### src/rtl/fft_top_mul_arb_pkg.sv
// Shared widths, pipeline tag type and the round-robin picker for the shared FFT multiplier.
// The picker works on a fixed 8-wide request vector; callers zero-pad and use the low NREQ bits.
package fft_top_mul_arb_pkg;
  localparam int A_W          = 18;
  localparam int B_W          = 15;
  localparam int P_W          = A_W + B_W;
  localparam int NREQ_DEFAULT = 4;
  localparam int MAX_REQ      = 8;
  localparam int TAG_ID_W     = 3;

  typedef struct packed {
    logic                v;
    logic [TAG_ID_W-1:0] id;
  } mul_tag_t;

  // First valid requester after ptr, wrapping modulo n; returns a one-hot (or zero) grant.
  function automatic logic [MAX_REQ-1:0] rr_pick(input logic [MAX_REQ-1:0]  valid,
                                                 input logic [TAG_ID_W-1:0] ptr,
                                                 input int                  n);
    logic [MAX_REQ-1:0] grant;
    logic               found;
    int                 idx;
    grant = '0;
    found = 1'b0;
    for (int k = 1; k <= MAX_REQ; k++) begin
      idx = (int'(ptr) + k) % n;
      if (k <= n && !found && valid[idx[TAG_ID_W-1:0]]) begin
        grant[idx[TAG_ID_W-1:0]] = 1'b1;
        found = 1'b1;
      end
    end
    return grant;
  endfunction
endpackage

### src/rtl/fft_top_mul_arb_pipe.sv
// Two-stage signed multiplier (A/B input registers, P output register) carrying a valid/id tag.
// Result appears two clocks after capture; ce low freezes every register, tags included.
module fft_top_mul_arb_pipe
  import fft_top_mul_arb_pkg::*;
#(
  parameter int A_W = fft_top_mul_arb_pkg::A_W,
  parameter int B_W = fft_top_mul_arb_pkg::B_W,
  parameter int P_W = fft_top_mul_arb_pkg::P_W
) (
  input  logic                  clk,
  input  logic                  reset,
  input  logic                  ce,
  input  logic [A_W-1:0]        a,
  input  logic [B_W-1:0]        b,
  input  mul_tag_t              tag_in,
  output logic signed [P_W-1:0] p,
  output mul_tag_t              tag_out
);
  logic signed [A_W-1:0] a_q;
  logic signed [B_W-1:0] b_q;
  logic signed [P_W-1:0] p_q;
  mul_tag_t              tag1_q;
  mul_tag_t              tag2_q;

  // Operand registers only load on a real grant so idle cycles keep the DSP inputs quiet.
  always_ff @(posedge clk) begin
    if (reset) begin
      a_q    <= '0;
      b_q    <= '0;
      p_q    <= '0;
      tag1_q <= '0;
      tag2_q <= '0;
    end else if (ce) begin
      if (tag_in.v) begin
        a_q <= a;
        b_q <= b;
      end
      tag1_q <= tag_in;
      p_q    <= P_W'(a_q) * P_W'(b_q);
      tag2_q <= tag1_q;
    end
  end

  assign p       = p_q;
  assign tag_out = tag2_q;
endmodule

### src/rtl/fft_top_mul_arb.sv
// Round-robin arbiter sharing one pipelined 18x15 multiplier among NREQ requesters; 2-cycle latency.
// A stalled result (res_valid & ~res_ready) freezes the pipeline and withholds every grant.
module fft_top_mul_arb
  import fft_top_mul_arb_pkg::*;
#(
  parameter int NREQ = fft_top_mul_arb_pkg::NREQ_DEFAULT,
  parameter int A_W  = fft_top_mul_arb_pkg::A_W,
  parameter int B_W  = fft_top_mul_arb_pkg::B_W,
  parameter int P_W  = fft_top_mul_arb_pkg::P_W,
  parameter int ID_W = (NREQ > 1) ? $clog2(NREQ) : 1
) (
  input  logic                  clk,
  input  logic                  reset,
  input  logic [NREQ-1:0]       req_valid,
  input  logic [NREQ*A_W-1:0]   req_a,
  input  logic [NREQ*B_W-1:0]   req_b,
  output logic [NREQ-1:0]       req_ready,
  output logic                  res_valid,
  output logic [P_W-1:0]        res_data,
  output logic [ID_W-1:0]       res_id,
  input  logic                  res_ready
);
  logic                  ce;
  logic                  hs;
  logic [TAG_ID_W-1:0]   ptr_q;
  logic [TAG_ID_W-1:0]   ptr_d;
  logic [TAG_ID_W-1:0]   grant_idx;
  logic [MAX_REQ-1:0]    valid_ext;
  logic [MAX_REQ-1:0]    pick;
  logic [NREQ-1:0]       grant;
  logic [A_W-1:0]        a_sel;
  logic [B_W-1:0]        b_sel;
  mul_tag_t              tag_in;
  mul_tag_t              tag_out;
  logic signed [P_W-1:0] p;
  logic                  unused_hi;

  assign ce = ~res_valid | res_ready;

  always_comb begin
    valid_ext            = '0;
    valid_ext[NREQ-1:0]  = req_valid;
    pick                 = rr_pick(valid_ext, ptr_q, NREQ);
    grant                = pick[NREQ-1:0];
    req_ready            = (ce && !reset) ? grant : '0;
    hs                   = |(req_ready & req_valid);
    grant_idx            = '0;
    a_sel                = '0;
    b_sel                = '0;
    for (int i = 0; i < NREQ; i++) begin
      if (grant[i]) begin
        grant_idx = TAG_ID_W'(i);
        a_sel     = req_a[i*A_W +: A_W];
        b_sel     = req_b[i*B_W +: B_W];
      end
    end
    ptr_d     = hs ? grant_idx : ptr_q;
    tag_in.v  = hs;
    tag_in.id = grant_idx;
  end

  // Pointer parks on the last winner; NREQ-1 after reset makes requester 0 first in line.
  always_ff @(posedge clk) begin
    if (reset) begin
      ptr_q <= TAG_ID_W'(NREQ - 1);
    end else begin
      ptr_q <= ptr_d;
    end
  end

  fft_top_mul_arb_pipe #(
    .A_W (A_W),
    .B_W (B_W),
    .P_W (P_W)
  ) u_pipe (
    .clk     (clk),
    .reset   (reset),
    .ce      (ce),
    .a       (a_sel),
    .b       (b_sel),
    .tag_in  (tag_in),
    .p       (p),
    .tag_out (tag_out)
  );

  assign res_valid = tag_out.v;
  assign res_data  = p;
  assign res_id    = tag_out.id[ID_W-1:0];
  assign unused_hi = ^{pick, tag_out.id};
endmodule

### config.mk
export PLATFORM = sky130hd
export DESIGN_NAME = fft_top_mul_arb
export DESIGN_NICKNAME = d
export VERILOG_FILES = /design/src/rtl/fft_top_mul_arb_pkg.sv /design/src/rtl/fft_top_mul_arb_pipe.sv /design/src/rtl/fft_top_mul_arb.sv
export SDC_FILE = /design/constraint.sdc
export NUM_CORES = 1
export LEC_CHECK = 0
export ABC_AREA = 1
export BUFFER_PORTS_ARGS = -buffer_cell sky130_fd_sc_hd__clkbuf_2
export CORE_AREA = 2 2 220 179
export CTS_BUF_LIST = sky130_fd_sc_hd__clkbuf_4 sky130_fd_sc_hd__clkbuf_8 sky130_fd_sc_hd__clkbuf_16
export CTS_CLUSTER_SIZE = 10
export DETAILED_ROUTE_END_ITERATION = 16
export DIE_AREA = 0 0 222 181
export GPL_TIMING_DRIVEN = 0
export PLACE_DENSITY = 0.62
export SLEW_MARGIN = 20
export SYNTH_ARGS = -nofsm -noshare
export SYNTH_HDL_FRONTEND = slang
export SYNTH_SLANG_ARGS = --single-unit
export TNS_END_PERCENT = 5
### constraint.sdc
create_clock -name clk -period 11.75 [get_ports clk]
set_input_delay 1.175 -clock clk [delete_from_list [all_inputs] [get_ports clk]]
set_output_delay 1.175 -clock clk [all_outputs]
set_load 0.1 [all_outputs]
==> reports/metrics.cfg <==
[run_status]
run_status=completed

[cts]
clk_path_buf_depth=2
cts_setup_buffers=0
postCtsHoldBufs=0
clkTransAtPathRegs_ns=0.06
cts_tree=built
cts_sinks=74
clk_latency_ns=0.36
htreeDepth=3
cts_resized=0
root_buffer=clkbuf_16
cts_buffers=9

[floorplanning]
num_io_pins=179
fp.coreArea_mm2=0.0379
die_y_um=181
start_util_pct=39.6
die_area_mm2=0.0402
die_w_um=222
row_count=64

[timing]
grt_setup_unrepaired=no
skew_ns=0.00938
setup_tns_ns=0
fin_crit_ns=6.99
tightest_slew_ns=0.934
maxSlewHeadroom_pct=37.8
final-max-slew-violation-count=0
fin_crit_sh_pct=59.5
fmax_mhz=143
final_hold_viol_count=0
setup_violations=0

[final_layout]
n_antenna_cell=0
area_delta_synth_final_pct=12.2
finalNonFillerCells=2768
final_common_cell=nand2_1
final_cell_mix=nand2_1 (564), inv_1 (530), fa_1 (261)
nets=2763
drive_gt1_share_pct=12.3
post-route-util_pct=44.4

[routing]
drcViolationCount=0
routed_wl_um=46200
ant_nets=0
vias=13600
avgRoutedWirePerCell_um=16.7
via_per_inst=4.90
drt_iter0_drc=1276
dr.pass1.iters=5

[grt]
grt_pass1_vias=13900
grt_max_degree=16
antenna_found_initial=0
overflow=0
grt_first_pass_wirelength_um=75300
grt.total_usage_pct=24.0

[power_and_ir_drop]
report.power.total_mw=4.41
max-vdd-ir-drop_mv=0.188
p_int_mw=1.67
power_frac_clock_pct=6.6
comb_power_share_pct=84.3
pwr-share-seq_pct=9.1
power_density_mw_per_mm2=263
p_leak_nw=10.3
power.switching_mw=2.74
swShare_pct=62.2

[synthesis]
syn-num-nets=2574
yosysSeqAreaShare_pct=9.89
yosysWarningCount=0
syn_area_mm2=0.0150
synth-edff-count=0
async_flop_share_pct=0
syn_inst=2079
ys.flop_type=dfxtp_1
synth_seq_cells=74
syn_area_per_cell_um2=7.21
synth_cell_types=43

[setup_path]
crit_required_ns=12.01
worst-r2r-cell-count=27
cp_max_fo=10
arrival_ns=7.25
crit_path_end_kind=flip-flop
critPathLaunchType=flip-flop
crit_type=flip-flop to flip-flop

[worst_hold_path]
hp-class=flip-flop to flip-flop
worstHoldPathCells=2

[place]
hpwl_um=40200
place_congestion=0.915
placed_cells_incl_taps=2752
place.port_buffers=178

[flow_run]
max_cap_violations=0

## metrics by stage
| step | hold slack (ns) | instance area (µm²) | worst slack [ns] |
|---|---|---|---|
| floorplan | 0.441 | 15000 | 5.85 |
| global placement | 0.462 | 16500 | 4.85 |
| detailed placement | 0.459 | 16500 | 4.84 |
| CTS | 0.475 | 16800 | 4.77 |
| global route | 0.501 | 16800 | 4.33 |
| finish | 0.477 | 16800 | 4.76 |
## kinds of logic after synthesis
group           synth area share [%]
flops                           9.89
buf+inv                         16.4
xor+xnor                        1.29
simple gates                    22.0
fa+ha+maj                       42.8
compound gates                  7.65
## power groups by stage
stage	registers [mW]	logic, mW	clock network (mW)
3_5_place_dp	0.406	3.64	0
2_1_floorplan	0.592	2.33	0
4_1_cts	0.401	3.70	0.297
6_report	0.401	3.72	0.291
3_3_place_gp	0.403	3.64	0
5_1_grt	0.410	4.16	0.306
## cells in the mapped netlist, types with 16 or more instances
| cell type | n | area, µm² |
|---|---|---|
| dfxtp_1 | 74 | 1480 |
| nand3_1 | 87 | 435 |
| nand2_1 | 564 | 2120 |
| nand3_2 | 16 | 160 |
| or2_2 | 18 | 113 |
| o21ai_0 | 50 | 250 |
| a21oi_1 | 89 | 445 |
| fa_1 | 261 | 5230 |
| inv_1 | 530 | 1990 |
| nor2_1 | 71 | 267 |
| buf_2 | 18 | 90.1 |
| ha_1 | 95 | 1190 |
| clkbuf_1 | 72 | 270 |
## sequential cells by signal (all words and copies together), names as in the netlist
name	cells
u_pipe.a_q	18
u_pipe.tag_out	3
u_pipe.p	33
u_pipe.tag1_q	3
u_pipe.b_q	15
ptr_q	2
## worst paths after layout
path	start	endpoint	slack, ns
max reg2reg	u_pipe.b_q[8]	u_pipe.p[25]	4.76
min	u_pipe.tag1_q[3]	u_pipe.tag1_q[3]	0.48
max	u_pipe.b_q[8]	u_pipe.p[25]	4.76
min reg2reg	u_pipe.tag1_q[3]	u_pipe.tag1_q[3]	0.48
## worst max-delay path, cell delays in order, from the launching register on
cell and delay, ns:
dfxtp_1 0.31, clkbuf_1 0.63, buf_1 0.55, nand2_1 0.15, fa_1 0.52, inv_1 0.05, fa_1 0.50, inv_1 0.05
fa_1 0.53, inv_1 0.06, fa_1 0.48, fa_1 0.50, inv_1 0.05, fa_1 0.58, inv_1 0.08, ha_1 0.37
nand2_1 0.09, inv_1 0.08, nand2_1 0.07, nor3_1 0.30, nand4_1 0.15, nand3_1 0.24, a21o_1 0.21, nand2_1 0.07
inv_1 0.05, o21ai_0 0.08, nand2_1 0.10, inv_1 0.04
## routing by layer
| layer | wire, µm | global-route usage, % | share of wire, % |
|---|---|---|---|
| met5 | 0 | 0 | 0 |
| met4 | 738 | 4.43 | 1.6 |
| met3 | 3990 | 5.01 | 8.6 |
| met2 | 19500 | 35.3 | 42 |
| met1 | 22000 | 36.3 | 48 |
## final cells by class
class / count / area (µm²)
Inverter: 539 / 2030
Clock inverter: 7 / 85.1
Sequential cell: 74 / 1480
Multi-Input combinational cell: 1364 / 11100
Timing Repair Buffer: 178 / 891
Clock buffer: 9 / 225
Tap cell: 495 / 619
Buffer: 102 / 424
Fill cell: 3997 / 21100
(Power assumes the default switching activity.)
